--- src/rtl/uart_pkg.sv ---
// Types and defaults shared by the UART receive and transmit buffers.
package uart_pkg;

  localparam int UART_DATA_W     = 8;
  localparam int UART_FIFO_DEPTH = 16;
  localparam int UART_FIFO_AFULL = 12;

  typedef struct packed {
    logic                   ferr;
    logic                   perr;
    logic [UART_DATA_W-1:0] data;
  } rx_entry_t;

endpackage

--- src/rtl/uart_rx_fifo_if.sv ---
// Receiver-side and host-side signals of the UART receive buffer.
interface uart_rx_fifo_if
  import uart_pkg::*;
#(
  parameter int ADDR_W = 4
);
  logic                   in_valid;
  logic                   in_ready;
  logic [UART_DATA_W-1:0] in_data;
  logic                   in_parity_err;
  logic                   in_frame_err;
  logic                   out_valid;
  logic                   out_ready;
  logic [UART_DATA_W-1:0] out_data;
  logic                   out_perr;
  logic                   out_ferr;
  logic [ADDR_W:0]        count;
  logic                   almost_full;
  logic                   overflow;
  logic                   perr_seen;
  logic                   ferr_seen;
  logic                   clr_status;

  modport slave (
    input  in_valid, in_data, in_parity_err, in_frame_err, out_ready, clr_status,
    output in_ready, out_valid, out_data, out_perr, out_ferr, count, almost_full,
           overflow, perr_seen, ferr_seen
  );

  modport master (
    output in_valid, in_data, in_parity_err, in_frame_err, out_ready, clr_status,
    input  in_ready, out_valid, out_data, out_perr, out_ferr, count, almost_full,
           overflow, perr_seen, ferr_seen
  );
endinterface

--- src/rtl/uart_fifo_ram.sv ---
// Simple dual-port storage: synchronous write, asynchronous read. Contents are not reset.
module uart_fifo_ram #(
  parameter int WIDTH  = 10,
  parameter int DEPTH  = 16,
  parameter int ADDR_W = 4
) (
  input  logic              clk,
  input  logic              we,
  input  logic [ADDR_W-1:0] waddr,
  input  logic [WIDTH-1:0]  wdata,
  input  logic [ADDR_W-1:0] raddr,
  output logic [WIDTH-1:0]  rdata
);
  logic [WIDTH-1:0] mem [DEPTH];

  always_ff @(posedge clk) begin
    if (we) mem[waddr] <= wdata;
  end

  assign rdata = mem[raddr];
endmodule

--- src/rtl/uart_rx_fifo.sv ---
// UART receive buffer: in-order byte FIFO with per-entry error tags and sticky status.
module uart_rx_fifo
  import uart_pkg::*;
#(
  parameter int DEPTH     = UART_FIFO_DEPTH,
  parameter int ADDR_W    = 4,
  parameter int AFULL_LVL = UART_FIFO_AFULL
) (
  input  logic            clk,
  input  logic            reset,
  uart_rx_fifo_if.slave   bus
);
  localparam logic [ADDR_W:0] CNT_FULL  = (ADDR_W+1)'(DEPTH);
  localparam logic [ADDR_W:0] CNT_AFULL = (ADDR_W+1)'(AFULL_LVL);

  logic [ADDR_W-1:0] wr_ptr, rd_ptr;
  logic [ADDR_W:0]   count_q, count_nxt;
  logic              wr_en, rd_en;
  logic              perr_q, ferr_q, perr_rise, ferr_rise;
  logic              perr_pend, ferr_pend;
  logic              overflow_q, perr_seen_q, ferr_seen_q, afull_q;
  rx_entry_t         wr_entry, rd_entry;

  // Full blocks writes even when a read happens in the same cycle.
  assign bus.in_ready  = (count_q != CNT_FULL);
  assign bus.out_valid = (count_q != '0);
  assign wr_en         = bus.in_valid && bus.in_ready;
  assign rd_en         = bus.out_valid && bus.out_ready;

  // Receiver error outputs are sticky levels; only their rising edges mean a new error.
  assign perr_rise = bus.in_parity_err && !perr_q;
  assign ferr_rise = bus.in_frame_err  && !ferr_q;

  always_comb begin
    wr_entry      = '0;
    wr_entry.ferr = ferr_pend || ferr_rise;
    wr_entry.perr = perr_pend || perr_rise;
    wr_entry.data = bus.in_data;
  end

  always_comb begin
    count_nxt = count_q;
    if (wr_en && !rd_en)      count_nxt = count_q + 1'b1;
    else if (rd_en && !wr_en) count_nxt = count_q - 1'b1;
  end

  uart_fifo_ram #(
    .WIDTH  ($bits(rx_entry_t)),
    .DEPTH  (DEPTH),
    .ADDR_W (ADDR_W)
  ) u_ram (
    .clk   (clk),
    .we    (wr_en),
    .waddr (wr_ptr),
    .wdata (wr_entry),
    .raddr (rd_ptr),
    .rdata (rd_entry)
  );

  always_ff @(posedge clk or posedge reset) begin
    if (reset) begin
      wr_ptr  <= '0;
      rd_ptr  <= '0;
      count_q <= '0;
      afull_q <= 1'b0;
    end else begin
      if (wr_en) wr_ptr <= wr_ptr + 1'b1;
      if (rd_en) rd_ptr <= rd_ptr + 1'b1;
      count_q <= count_nxt;
      afull_q <= (count_nxt >= CNT_AFULL);
    end
  end

  always_ff @(posedge clk or posedge reset) begin
    if (reset) begin
      perr_q    <= 1'b0;
      ferr_q    <= 1'b0;
      perr_pend <= 1'b0;
      ferr_pend <= 1'b0;
    end else begin
      perr_q <= bus.in_parity_err;
      ferr_q <= bus.in_frame_err;
      // An edge in a write cycle goes straight into that entry's tag.
      if (wr_en)          perr_pend <= 1'b0;
      else if (perr_rise) perr_pend <= 1'b1;
      if (wr_en)          ferr_pend <= 1'b0;
      else if (ferr_rise) ferr_pend <= 1'b1;
    end
  end

  // Set events take priority over a coincident clear.
  always_ff @(posedge clk or posedge reset) begin
    if (reset) begin
      overflow_q  <= 1'b0;
      perr_seen_q <= 1'b0;
      ferr_seen_q <= 1'b0;
    end else begin
      if (bus.in_valid && !bus.in_ready) overflow_q <= 1'b1;
      else if (bus.clr_status)           overflow_q <= 1'b0;
      if (perr_rise)                     perr_seen_q <= 1'b1;
      else if (bus.clr_status)           perr_seen_q <= 1'b0;
      if (ferr_rise)                     ferr_seen_q <= 1'b1;
      else if (bus.clr_status)           ferr_seen_q <= 1'b0;
    end
  end

  assign bus.out_data    = rd_entry.data;
  assign bus.out_perr    = rd_entry.perr;
  assign bus.out_ferr    = rd_entry.ferr;
  assign bus.count       = count_q;
  assign bus.almost_full = afull_q;
  assign bus.overflow    = overflow_q;
  assign bus.perr_seen   = perr_seen_q;
  assign bus.ferr_seen   = ferr_seen_q;
endmodule

--- src/flat_wrapper.sv ---
// flat-port wrapper written by rule: the top's interface ports become plain ports
module uart_rx_fifo_flat import uart_pkg::*;
#(
  parameter int DEPTH     = UART_FIFO_DEPTH,
  parameter int ADDR_W    = 4,
  parameter int AFULL_LVL = UART_FIFO_AFULL
)
  (clk, reset, bus_in_valid, bus_in_data, bus_in_parity_err, bus_in_frame_err, bus_out_ready, bus_clr_status, bus_in_ready, bus_out_valid, bus_out_data, bus_out_perr, bus_out_ferr, bus_count, bus_almost_full, bus_overflow, bus_perr_seen, bus_ferr_seen);
  uart_rx_fifo_if #(.ADDR_W(ADDR_W)) bus_i ();
  input  logic clk;
  input  logic reset;
  input wire logic [$bits(bus_i.in_valid)-1:0] bus_in_valid;
  input wire logic [$bits(bus_i.in_data)-1:0] bus_in_data;
  input wire logic [$bits(bus_i.in_parity_err)-1:0] bus_in_parity_err;
  input wire logic [$bits(bus_i.in_frame_err)-1:0] bus_in_frame_err;
  input wire logic [$bits(bus_i.out_ready)-1:0] bus_out_ready;
  input wire logic [$bits(bus_i.clr_status)-1:0] bus_clr_status;
  output wire logic [$bits(bus_i.in_ready)-1:0] bus_in_ready;
  output wire logic [$bits(bus_i.out_valid)-1:0] bus_out_valid;
  output wire logic [$bits(bus_i.out_data)-1:0] bus_out_data;
  output wire logic [$bits(bus_i.out_perr)-1:0] bus_out_perr;
  output wire logic [$bits(bus_i.out_ferr)-1:0] bus_out_ferr;
  output wire logic [$bits(bus_i.count)-1:0] bus_count;
  output wire logic [$bits(bus_i.almost_full)-1:0] bus_almost_full;
  output wire logic [$bits(bus_i.overflow)-1:0] bus_overflow;
  output wire logic [$bits(bus_i.perr_seen)-1:0] bus_perr_seen;
  output wire logic [$bits(bus_i.ferr_seen)-1:0] bus_ferr_seen;
  assign bus_i.in_valid = bus_in_valid;
  assign bus_i.in_data = bus_in_data;
  assign bus_i.in_parity_err = bus_in_parity_err;
  assign bus_i.in_frame_err = bus_in_frame_err;
  assign bus_i.out_ready = bus_out_ready;
  assign bus_i.clr_status = bus_clr_status;
  assign bus_in_ready = bus_i.in_ready;
  assign bus_out_valid = bus_i.out_valid;
  assign bus_out_data = bus_i.out_data;
  assign bus_out_perr = bus_i.out_perr;
  assign bus_out_ferr = bus_i.out_ferr;
  assign bus_count = bus_i.count;
  assign bus_almost_full = bus_i.almost_full;
  assign bus_overflow = bus_i.overflow;
  assign bus_perr_seen = bus_i.perr_seen;
  assign bus_ferr_seen = bus_i.ferr_seen;
  uart_rx_fifo #(.DEPTH(DEPTH), .ADDR_W(ADDR_W), .AFULL_LVL(AFULL_LVL)) u_core (.clk(clk), .reset(reset), .bus(bus_i));
endmodule
--- config.mk ---
export PLATFORM = sky130hd
export DESIGN_NAME = uart_rx_fifo_flat
export DESIGN_NICKNAME = d
export VERILOG_FILES = /design/src/rtl/uart_pkg.sv /design/src/rtl/uart_rx_fifo_if.sv /design/src/rtl/uart_fifo_ram.sv /design/src/rtl/uart_rx_fifo.sv /design/src/flat_wrapper.sv
export SDC_FILE = /design/constraint.sdc
export NUM_CORES = 1
export LEC_CHECK = 0
export CAP_MARGIN = 10
export CORE_MARGIN = 10
export CORE_UTILIZATION = 40
export CTS_CLUSTER_SIZE = 14
export DETAILED_ROUTE_END_ITERATION = 8
export SKIP_LAST_GASP = 1
export SLEW_MARGIN = 20
export SYNTH_ARGS = -nofsm -noshare
export SYNTH_HDL_FRONTEND = slang
export SYNTH_SLANG_ARGS = --single-unit
--- constraint.sdc ---
create_clock -name clk -period 2.5 [get_ports clk]
set_clock_uncertainty 0.2 [all_clocks]
set_input_delay 0.375 -clock clk [delete_from_list [all_inputs] [get_ports clk]]
set_output_delay 0.375 -clock clk [all_outputs]
set_load 0.005 [all_outputs]
# [Word level (Yosys, flattened, before mapping)]
# Memory sizes are Yosys's and may differ from the RTL's.
# Cells that the tools add are included.
# W data, S select, Z words.
[op_classes] n_addsub=4 n_lt_le_gt_ge=1 n_eq_ne=1 muxes=12 n_reduce_logical=20
[ops] cell="$mux W1" n=10
[ops] cell="$mux W5" n=2
[ops] cell="$reduce_bool A2 Y1" n=5
[ops] cell="$add A4 B1 Y4 const B" n=2
[ops] cell="$logic_and A1 B1 Y1" n=7
[ops] cell="$add A5 B1 Y5 const B" n=1
[ops] cell="$ge A5 B4 Y1 const B" n=1
[ops] cell="$logic_not A1 Y1" n=5
[ops] cell="$ne A5 B5 Y1 const B" n=1
[ops] cell="$reduce_bool A5 Y1" n=1
[ops] cell="$sub A5 B1 Y5 const B" n=1
[ops] cell="$logic_or A1 B1 Y1" n=2
[totals] ff_bits=21 mem_bits_rw=160 input_bits=15 out_inout_bits=21 memories=1
[mem_list] memory="u_core.u_ram.mem" depth=16 word_bits=10 rd=1 rd_ports_with_merged_regs=0 wr=1 line_no="uart_fifo_ram.sv:14" text="logic [WIDTH-1:0] mem [DEPTH];"

# [Depth between registers and ports, before layout]
# Gate-level depths: netlist (run 1).
[depth] ltp_word=7 ltp_mapped=8 depth_no_buf=7

# [Hierarchy]
# From an unflattened synthesis (run 1), not the netlist that was laid out.
[unflattened] hier_cells=376 hier_area_um2=7349.5
[by_module_without_submodules] module="uart_fifo_ram" instances=1 cells_per_inst=269 area_each_um2=6153.4 seq_area_each_um2=4804.6
[by_module_without_submodules] module="uart_rx_fifo" instances=1 cells_per_inst=107 area_each_um2=1196.1 seq_area_each_um2=525.5

# [Worst setup path after synthesis (run 1)]
# OpenSTA, ideal clock, no wires.
[synth_timing] path_kind="register to register" startpoint="reg u_core.count_q[0], in the netlist u_core.bus.count[0]" endpoint="mem u_core.u_ram.mem[3][0] (enable)" setup_ns=0.390 arrival_ns=2.137 required_ns=1.910 slack_ns=-0.227 path_stages_with_launch=9 n_path_buf=2 period_less_slack_ns=2.727 path_cell_list="dfrtp_1 > inv_1 > ha_1 > nand4bb_1 > buf_2 > and2_1 > buf_2 > nand2_1 > nor3_1"
[synth_via] elab_chain_cells=4
[synth_rtl] item="from (decl)" line_no="uart_rx_fifo.sv:17" text="logic [ADDR_W:0] count_q, count_nxt;"
[synth_rtl] item="from (signal assigned)" line_no="uart_rx_fifo.sv:69" text="count_q <= count_nxt;"
[synth_rtl] item="$ne A5 B5 Y1" line_no="uart_rx_fifo.sv:25" text="assign bus.in_ready = (count_q != CNT_FULL);"
[synth_rtl] item="net bus_in_ready" line_no="flat_wrapper.sv:18" text="output wire logic [$bits(bus_i.in_ready)-1:0] bus_in_ready;"
[synth_rtl] item="$logic_and A1 B1 Y1" line_no="uart_rx_fifo.sv:27" text="assign wr_en = bus.in_valid && bus.in_ready;"
[synth_rtl] item="$mux W1" line_no="uart_fifo_ram.sv:17" text="if (we) mem[waddr] <= wdata;"
[synth_rtl] item="$mux W1 (implied by the code)" line_no="uart_fifo_ram.sv:17"
[synth_rtl] item="to (decl)" line_no="uart_fifo_ram.sv:14"
# The timed path passes the listed nets, and every way through them passes these cells.

# [Worst setup path after layout (run 1)]
[layout_timing] startpoint="reg u_core.rd_ptr[0]" endpoint="out bus_out_data[7]"
[layout_via] elab_chain_cells=1
[layout_rtl] item="from (decl)" line_no="uart_rx_fifo.sv:16" text="logic [ADDR_W-1:0] wr_ptr, rd_ptr;"
[layout_rtl] item="from (signal assigned)" line_no="uart_rx_fifo.sv:68" text="if (rd_en) rd_ptr <= rd_ptr + 1'b1;"
[layout_rtl] item="$mem_v2 Z16 W10"
[layout_rtl] item="to (decl)" line_no="flat_wrapper.sv:20" text="output wire logic [$bits(bus_i.out_data)-1:0] bus_out_data;"
# Every way passes these cells.

==> results of run 1 <==
[layout by cell type (no fill, tap or decap), types with 2 or more instances in the layout]
| cell type | n |
|---|---|
| o21ai_0 | 6 |
| edfxtp_1 | 160 |
| inv_2 | 2 |
| and2_1 | 5 |
| dfrtp_1 | 20 |
| maj3_1 | 2 |
| a21oi_1 | 2 |
| buf_12 | 8 |
| nor3_2 | 4 |
| bufinv_16 | 2 |
| mux2i_1 | 2 |
| buf_4 | 41 |
| nand4_1 | 4 |
| inv_1 | 9 |
| buf_8 | 3 |
| nor2_1 | 13 |
| buf_16 | 2 |
| mux4_2 | 50 |
| clkinv_2 | 3 |
| nand2b_1 | 8 |
| ha_1 | 6 |
| or3_1 | 2 |
| clkbuf_16 | 17 |
| buf_2 | 5 |
| clkdlybuf4s50_1 | 24 |
| clkinv_1 | 5 |
| clkbuf_1 | 2 |
| nand2_1 | 10 |
| buf_6 | 6 |
| xnor2_1 | 8 |
| a211oi_1 | 2 |
[logic make-up (layout without fill, tap and decap cells)]
logic type | Yosys count | after routing | synth area share
flops | 181 | 181 | 0.7457
compound gates | 13 | 13 | 0.01155
buf+inv | 28 | 133 | 0.01820
mux | 53 | 53 | 0.1619
simple gates | 49 | 49 | 0.03781
fa+ha+maj | 9 | 9 | 0.01505
xor+xnor | 8 | 8 | 0.009803
[sequential cells by signal (all words and copies together) (netlist names), 4 cells and up]
signal            flops
u_core.bus.count      5
u_core.rd_ptr         4
u_core.u_ram.mem    160
u_core.wr_ptr         4
[critical path, cell delays in order (launching register included)]
cell     delay, ns
dfrtp_2       0.39
buf_8         0.14
buf_12        0.12
buf_16        0.12
mux4_2        0.50
mux4_2        0.46
buf_2         0.14
[area by class of cell]
class | count | area (um2) | share of cell area
clock inverter | 13 | 115.1 | 0.01303
clock buffer | 19 | 432.9 | 0.04899
sequential | 181 | 5331 | 0.6034
multi-input combinational | 132 | 1720 | 0.1947
tap | 225 | 281.5 | 0.03186
timing repair buffer | 90 | 913.4 | 0.1034
inverter | 11 | 41.29 | 0.004673
[metrics by stage]
stage | cells | util
floorplan | 341 | -
global placement | 628 | 0.4647
detailed placement | 628 | 0.4647
CTS | 673 | 0.5092
global route | 671 | 0.5073
finish | 671 | 0.5073
[metal layers]
metal,GRT usage,up-vias
li1,-,1563
met1,0.1765,1894
met2,0.2085,103
met3,0.04296,6
met4,0.03599,0
met5,0,-
[where the power goes]
part / total, uW / internal (uW) / switching, uW
Combinational: 3430 / 1970 / 1460
Sequential: 3910 / 3690 / 224
Clock: 2510 / 1450 / 1060
[timing repair]
item,in CTS,in global routing
hold buffers,0,0
pin swaps,0,0
buffers inserted,10,0
cloned,3,0
endpoints found under the setup margin,12,12
gates resized for setup,59,4
[worst min-delay path by stage]
| stage | start | endpoint | cells after the start |
|---|---|---|---|
| 2_1_floorplan | reset | u_core.bus.almost_full | 1 |
| 3_3_place_gp | u_core.bus.perr_seen | u_core.bus.perr_seen | 2 |
| 3_5_place_dp | u_core.bus.overflow | u_core.bus.overflow | 2 |
| 4_1_cts | bus_in_frame_err | u_core.ferr_q | 1 |
| 5_1_grt | bus_in_frame_err | u_core.ferr_q | 1 |
| 6_report | reset | u_core.rd_ptr[2] | 2 |
==> run summary, run 1 <==
Worst slack at placement: -0.2186 ns
Metal-1 WL: 6775 um
Ant diodes: 0
IO Pins: 36
CORE AREA: 17,420 um2
TritonRoute pass-1 iters: 4
# rows: 48
Overflow after GRT: 0
Rel. slew slack: 0.4366
Worst setup margin: -0.3824 ns
Starting Density: 0.4104
Die X: 153.7 um
Port bufs: 35
Fin crit period: 2.882 ns
DRC: 0
Routed wl met2: 7631 um
Die Area: 23,620 um2
Placed Area: 8093 um2
Register area share after synthesis: 0.7457
Gr usage total: 0.1337
Maximum level of the CTS H-tree: 4
Violated checks: setup timing
Flop and latch count out of synthesis: 181
Clk sinks: 181
Vias per cell: 5.314
CP endpoint kind: primary output
Share of flip-flops with an asynchronous set or reset: 0.1160
Final Max Tran Viols: 0
Status: complete, but fails checks
CTS tree: built
Post-Syn Area: 7148 um2
CP Class: flop to primary output
Max-cap check violation count: 0
Layout cells sized above 1: 0.3386
Fillers: 1,422
Distinct cells, synth: 30
Yosys warning total: 0
Highest routed metal layer: met4
Ys flop type: edfxtp_1
Vias in the first global route: 3,854
Clk_lat worst skew: 0.43 ns
Largest net degree at the start of global routing: 29
Crit path max fanout: 5
RSZ-0062 raised after global routing: yes
Static Leak: 0.003034 uW
Synth area leaders: edfxtp_1 67%, mux4_2 16%, dfrtp_1 7.4%
Final ANT Viol Nets: 0
Yosys top cell area share: 0.6722
CP Capture Point: bus_out_data[7]
DRT iter0 DRCs: 274
RePlAce Congestion: 0.8271
First-pass GRT wire length: 23,520 um
EDFF count, synth: 160
Fmax: 346.9 MHz
Routed wl met3: 962 um
Hold WC Path Type: primary input to async pin
Reg2reg end: u_core.u_ram.mem[15][7]
WP data arrival: 2.31 ns
Layout Nets: 455
Synth top cells by count: 160 x edfxtp_1, 50 x mux4_2, 21 x dfrtp_1
HPWL after detailed placement: 9931 um
Via count: 3,566
R2r setup slk: 0.25 ns
CTS max path bufs: 2
Initial antenna violation count: 0
Cts bufs inserted: 17
Die H: 153.7 um
Critical Path Start Type: flop
Tcrit/Tclk final: 1.153
Power, Total: 9842 uW
Setup TNS Final: -3.407 ns
Count leader, synth: edfxtp_1
Cells after synthesis: 341
Reg2Reg Depth: 5
Final instance area: 8836 um2
Syn avg cell area: 20.96 um2
Drt wl/cell: 23.05 um
Root Driver: clkbuf_16
Total Wirelength: 15,470 um
Critical path startpoint: u_core.rd_ptr[0]
Cell taking the most area after synthesis: edfxtp_1
Syn_nets: 363
Hold Slack: 0.2173 ns
Pwr dens: 1114 nW/um2
Reg clk slew, reported paths: 0.06 ns
Launching point of the worst reg2reg path: u_core.bus.count[2]
Final setup fails: 10
Slew of the pin with the lowest slew margin: 0.8442 ns
Final hold vios: 0
Worst EP required: 1.92 ns
Area grow syn2layout: 23.61%
VDD IR max: 0.6450 mV
Note: power is estimated with default switching activity, not from simulation.
==> run 2, diff against run 1 <==
--- a/config.mk
+++ b/config.mk
@@ -6,10 +6,11 @@
 export NUM_CORES = 1
 export LEC_CHECK = 0
 export CAP_MARGIN = 10
-export CORE_MARGIN = 10
+export CORE_MARGIN = 1
 export CORE_UTILIZATION = 40
 export CTS_CLUSTER_SIZE = 14
 export DETAILED_ROUTE_END_ITERATION = 8
+export SKIP_CTS_REPAIR_TIMING = 1
 export SKIP_LAST_GASP = 1
 export SLEW_MARGIN = 20
 export SYNTH_ARGS = -nofsm -noshare
==> run 2 against run 1 <==
Effect of this change:
- the flow still finishes with violations (setup timing)
- count of clock-buffer cells in the layout is 1 lower
- fmax is 0.27% lower
- sequential share of layout area is 0.21 points higher
- clock power is 7% higher
- register-to-register slack better by 0.03 ns
- core utilization hardly changed
- final cell count is 0.45% lower
- global-route usage is 3.7 points higher
- first-iteration DRC count is 14% higher
- via count is 1.6% lower
- design area is 0.28% lower
- combinational power is 7.9% lower
==> run summary, run 2 (synthesis results as in run 1) <==
WP data arrival: 2.32 ns (about the same)
Vias in the first global route: 3,640 (-5.6%)
Port bufs: 35 (unchanged)
Maximum level of the CTS H-tree: 4 (unchanged)
Launching point of the worst reg2reg path: u_core.bus.count[2]
Most common cell after layout, fill and taps aside: edfxtp_1
Sw Ratio: 0.2847 (+0.006002)
Cell at the slowest stage of the critical path: mux4_2
Top reg by flops: u_core.u_ram.mem
VDD IR max: 0.5149 mV (-20%)
Rel. slew slack: 0.4442 (+0.007644)
RSZ-0062 raised after global routing: yes
First-pass GRT wire length: 21,640 um (-8.0%)
Slew of the pin with the lowest slew margin: 0.8328 ns (-0.01145 ns)
Vias per cell: 5.254 (-1.1%)
Fillers: 1,358 (-4.5%)
Cts bufs inserted: 17 (unchanged)
IO Pins: 36 (unchanged)
Gate power share: 0.324 (-0.024)
Final instance area: 8811 um2 (-0.28%)
Final hold vios: 0 (unchanged)
Critical Path Start Type: flop
Root Driver: clkbuf_16
Worst setup margin: -0.3902 ns (-0.007863 ns)
Initial antenna violation count: 0 (unchanged)
Pwr dens: 1107 nW/um2 (-0.66%)
CP top delay family: multiplexers
Reg clk slew, reported paths: 0.07 ns (about the same)
Fin crit period: 2.890 ns (+0.007863 ns)
Largest net degree at the start of global routing: 31 (+6.9%)
Violated checks: setup timing
Placed Area: 8070 um2 (-0.28%)
RePlAce Congestion: 0.7768 (-6.1%)
Most used cell, CP: mux4_2
DRT iter0 DRCs: 312 (+14%)
Worst EP required: 1.92 ns (about the same)
Starting Density: 0.4118 (+0.001420)
Hold WC Path Type: primary input to async pin
Die X: 135.7 um (-12%)
Power share of the sequential group: 0.401 (+0.004)
CP Class: flop to primary output
DRC: 0 (unchanged)
Crit-path max cell delay: 0.49 ns (about the same)
HPWL after detailed placement: 8956 um (-9.8%)
R2r setup slk: 0.28 ns (+0.03 ns)
Max reg flops: 160 (unchanged)
Tcrit/Tclk final: 1.156 (+0.003145)
Status: complete, but fails checks
Gr usage total: 0.1708 (+0.03712)
Die H: 135.7 um (-12%)
Final Max Tran Viols: 0 (unchanged)
CTS max path bufs: 2 (unchanged)
Drt wl/cell: 22.15 um (-3.9%)
Final ANT Viol Nets: 0 (unchanged)
Internal: 6974 uW (-1.8%)
Clk sinks: 181 (unchanged)
Layout cells sized above 1: 0.3499 (+0.01132)
Die Area: 18,410 um2 (-22%)
Reg2Reg Depth: 5 (unchanged)
Layout Nets: 452 (-0.66%)
Overflow after GRT: 0 (unchanged)
Final setup fails: 10 (unchanged)
Power, Total: 9750 uW (-0.94%)
Area grow syn2layout: 23.26%
Buf/Inv on CP: 3 (-1)
# rows: 48 (unchanged)
CTS tree: built
FF/Latch Area: 5335 um2 (about the same)
Clk pwr share: 0.275 (+0.020)
TritonRoute pass-1 iters: 4 (unchanged)
Fmax: 346.0 MHz (-0.27%)
Clk_lat worst skew: 0.43 ns (about the same)
Via count: 3,510 (-1.6%)
Static Leak: 0.003028 uW (-0.19%)
Ant diodes: 0 (unchanged)
Hold Slack: 0.2042 ns (-0.01316 ns)
Max-cap check violation count: 0 (unchanged)
CP endpoint kind: primary output
Total Wirelength: 14,800 um (-4.3%)
CORE AREA: 17,360 um2 (-0.35%)
Commonest cells after routing, fill and taps aside: 160 x edfxtp_1, 50 x mux4_2, 38 x buf_4
Footprint of the multi-input gates: 1720 um2 (unchanged)
Psw: 2776 uW (+1.2%)
Worst-path cell chain: buf_8 -> clkbuf_16 -> mux4_2 -> mux4_2 -> clkbuf_2
Crit path max fanout: 5 (unchanged)
Reg2reg end: u_core.u_ram.mem[8][6]
## run 2: per-layer routing
layer  global-route usage  vias to the layer above  share of wire
met5                    0                        -              0
met4              0.08302                        0          0.020
met3              0.03629                       22          0.066
met2               0.2732                       99           0.50
met1               0.2221                     1827           0.41
li1                     -                     1562              -
## run 2: stage by stage
stage                     worst slack (ns)  cells  utilization  TNS, ns
after detailed placement           -0.2043    625       0.4650   -1.786
final                              -0.3902    668       0.5076   -3.726
after global placement             -0.2196    625       0.4650   -1.762
after floorplan                    0.03750    341            -        0
after global routing               -0.4444    668       0.5076   -4.376
after CTS                          -0.6919    657       0.4991   -6.928
## run 2: cell type report
type | instances | share of cell area
clock buffer | 18 | 0.04871
clock inverter | 14 | 0.01860
inverter | 11 | 0.004686
multi-input combinational | 132 | 0.1953
sequential | 181 | 0.6055
tap | 225 | 0.03195
timing repair buffer | 87 | 0.09529
## run 2: how the worst max path moves through the flow
stage / cells past startpoint / end / start
floorplan: 8 / u_core.u_ram.mem[11][0] / u_core.bus.count[0]
global placement: 4 / bus_out_ferr / u_core.rd_ptr[0]
detailed placement: 4 / bus_out_ferr / u_core.rd_ptr[0]
CTS: 4 / bus_out_ferr / u_core.rd_ptr[0]
global route: 5 / bus_out_data[1] / u_core.rd_ptr[0]
finish: 5 / bus_out_data[0] / u_core.rd_ptr[0]
## run 2: power groups by stage
stage               Combinational [uW]  Clock, uW  Sequential, uW
global route                      3410       2850            3950
global placement                  3010          0            3950
floorplan                         1880          0            3880
detailed placement                3030          0            3970
finish                            3160       2680            3910
CTS                               3050       2740            3910
## run 2: worst reg2reg max path, cell delays in order, from the launching register on
cell	delay, ns
dfrtp_1	0.52
nand4bb_1	0.22
and2_1	0.27
nand2_1	0.18
nor2_1	0.31
buf_4	0.24
==> run 3, diff against run 2 <==
--- a/config.mk
+++ b/config.mk
@@ -10,6 +10,7 @@
 export CORE_UTILIZATION = 40
 export CTS_CLUSTER_SIZE = 14
 export DETAILED_ROUTE_END_ITERATION = 8
+export HOLD_SLACK_MARGIN = 0.08
 export SKIP_CTS_REPAIR_TIMING = 1
 export SKIP_LAST_GASP = 1
 export SLEW_MARGIN = 20
==> constraint.sdc (replaced) <==
create_clock -name clk -period 3.1 [get_ports clk]
set_clock_uncertainty 0.2 [all_clocks]
set_input_delay 0.465 -clock clk [delete_from_list [all_inputs] [get_ports clk]]
set_output_delay 0.465 -clock clk [all_outputs]
set_load 0.005 [all_outputs]
==> run 3 against run 2 <==
Effect of this change:
- the flow still finishes with violations (setup timing)
- non-clock buffer count shrank 13
- design area shrank 0.51%
- global-route usage grew 0.69 points
- core utilization shrank 0.26 points
- largest cell class unchanged
- largest power group unchanged
- highest routed layer unchanged
==> run summary, run 3 (synthesis results as in run 1) <==
Maximum level of the CTS H-tree: 4 (unchanged)
Final ANT Viol Nets: 0 (unchanged)
Pwr dens: 897.4 nW/um2 (-19%)
Vias in the first global route: 3,645 (+0.14%)
Placed Area: 8026 um2 (-0.54%)
Rel. slew slack: 0.4254 (-0.01881)
Worst setup margin: -0.1508 ns (+0.2394 ns)
Final hold vios: 0 (unchanged)
Final setup fails: 3 (-7)
Starting Density: 0.4118 (unchanged)
DRC: 0 (unchanged)
Critical path startpoint: u_core.rd_ptr[0]
Gr usage total: 0.1777 (+0.006885)
Initial antenna violation count: 0 (unchanged)
Commonest cells after routing, fill and taps aside: 160 x edfxtp_1, 50 x mux4_2, 28 x clkdlybuf4s50_1, 28 x buf_4, 20 x clkbuf_16
Reg2reg end: u_core.u_ram.mem[15][7]
Overflow after GRT: 0 (unchanged)
CTS tree: built
Met1 usage: 0.2428 (+0.02068)
Fin crit period: 3.251 ns
Met3 usage: 0.04527 (+0.008979)
Largest net degree at the start of global routing: 27 (-13%)
Static Leak: 0.003009 uW (-0.63%)
Drt wl/cell: 23.00 um (+3.9%)
Max reg flops: 160 (unchanged)
WP data arrival: 2.59 ns (+0.27 ns)
Ant diodes: 0 (unchanged)
Layout Nets: 439 (-2.9%)
Max-cap check violation count: 0 (unchanged)
VDD IR max: 0.5568 mV (+8.1%)
# rows: 48 (unchanged)
Critical Path Start Type: flop
Layout cells sized above 1: 0.2977 (-0.05221)
Port bufs: 35 (unchanged)
CTS max path bufs: 2 (unchanged)
RSZ-0062 raised after global routing: yes
CP endpoint kind: primary output
Crit path max fanout: 7 (+2)
FF/Latch Area: 5333 um2 (about the same)
Worst-path cell chain: buf_12 -> buf_12 -> mux4_2 -> mux4_2 -> clkdlybuf4s50_1
Via count: 3,478 (-0.91%)
Most common cell after layout, fill and taps aside: edfxtp_1
Launching point of the worst reg2reg path: u_core.bus.count[0]
Crit-path max cell delay: 0.51 ns (+0.02 ns)
CP Capture Point: bus_out_data[4]
DRT iter0 DRCs: 303 (-2.9%)
Fmax: 307.6 MHz
Final Max Tran Viols: 0 (unchanged)
Reg2Reg Depth: 7 (+2)
RePlAce Congestion: 0.7345 (-5.4%)
HPWL after detailed placement: 9131 um (+1.9%)
Clk sinks: 181 (unchanged)
Setup TNS Final: -0.3860 ns (+3.340 ns)
Status: complete, but fails checks
Most used routing layer: met2
Final instance area: 8766 um2 (-0.51%)
CORE AREA: 17,360 um2 (unchanged)
Cts bufs inserted: 17 (unchanged)
Die X: 135.7 um (unchanged)
Area grow syn2layout: 22.63%
IO Pins: 36 (unchanged)
GR Util met2: 0.2786 (+0.005385)
Tcrit/Tclk final: 1.049
Cell at the slowest stage of the critical path: mux4_2
Top reg by flops: u_core.u_ram.mem
Total Wirelength: 15,070 um (+1.8%)
R2r setup slk: 0.76 ns (+0.48 ns)
Reg clk slew, reported paths: 0.06 ns (about the same)
Footprint of the multi-input gates: 1708 um2 (-0.73%)
Worst slack at placement: 0.2623 ns (+0.4665 ns)
First-pass GRT wire length: 22,220 um (+2.7%)
Root Driver: clkbuf_16
CP Class: flop to primary output
Die Area: 18,410 um2 (unchanged)
Clk_lat worst skew: 0.44 ns (about the same)
Die H: 135.7 um (unchanged)
Violated checks: setup timing
Fillers: 1,405 (+3.5%)
Vias per cell: 5.310 (+1.1%)
Worst EP required: 2.43 ns (+0.51 ns)
Hold WC Path Type: primary input to async pin
Slew of the pin with the lowest slew margin: 0.8609 ns (+0.02818 ns)
TritonRoute pass-1 iters: 4 (unchanged)
## run 3: area by class of cell
| cell class | instances | share of cell area |
|---|---|---|
| well taps | 225 | 0.03212 |
| clock inverters | 14 | 0.01741 |
| repair buffers | 74 | 0.09363 |
| flip-flops and latches | 181 | 0.6083 |
| clock buffers | 18 | 0.04896 |
| multi-input cells | 132 | 0.1948 |
| inverters | 11 | 0.004710 |
## run 3: per-stage QoR
| step | total power [uW] | utilization | instances | hold slack (ns) |
|---|---|---|---|---|
| after global placement | 5638 | 0.4624 | 614 | 0.3127 |
| after global routing | 8229 | 0.5050 | 655 | 0.2941 |
| after CTS | 7771 | 0.4960 | 646 | 0.2831 |
| after detailed placement | 5669 | 0.4624 | 614 | 0.3231 |
| final | 7866 | 0.5050 | 655 | 0.2976 |
| after floorplan | 4630 | - | 341 | 0.2415 |
## run 3: worst min-delay path by stage
stage,end,cells after the start,startpoint
2_1_floorplan,u_core.bus.almost_full,1,reset
5_1_grt,u_core.perr_q,1,bus_in_parity_err
3_5_place_dp,u_core.bus.perr_seen,2,u_core.bus.perr_seen
3_3_place_gp,u_core.bus.perr_seen,2,u_core.bus.perr_seen
6_report,u_core.wr_ptr[1],2,reset
4_1_cts,u_core.perr_q,1,bus_in_parity_err
## run 3: per-layer routing
layer / part of all wire / vias to the layer above / wire length [um]
met5: 0 / - / 0
met4: 0.0086 / 0 / 129
met3: 0.056 / 10 / 837
met2: 0.49 / 98 / 7370
met1: 0.45 / 1838 / 6731
li1: - / 1532 / -
## run 3: worst max-delay path: cells and delay by family, from the launching register on
family | cells | cell delay [ns]
buffers and inverters | 3 | 0.76
muxes | 2 | 1.01
DFF | 1 | 0.39
## run 3: where the power goes
group	internal, uW	switching [uW]	total [uW]
clock	1190	911	2100
combinational	1500	1050	2550
sequential	2970	237	3210
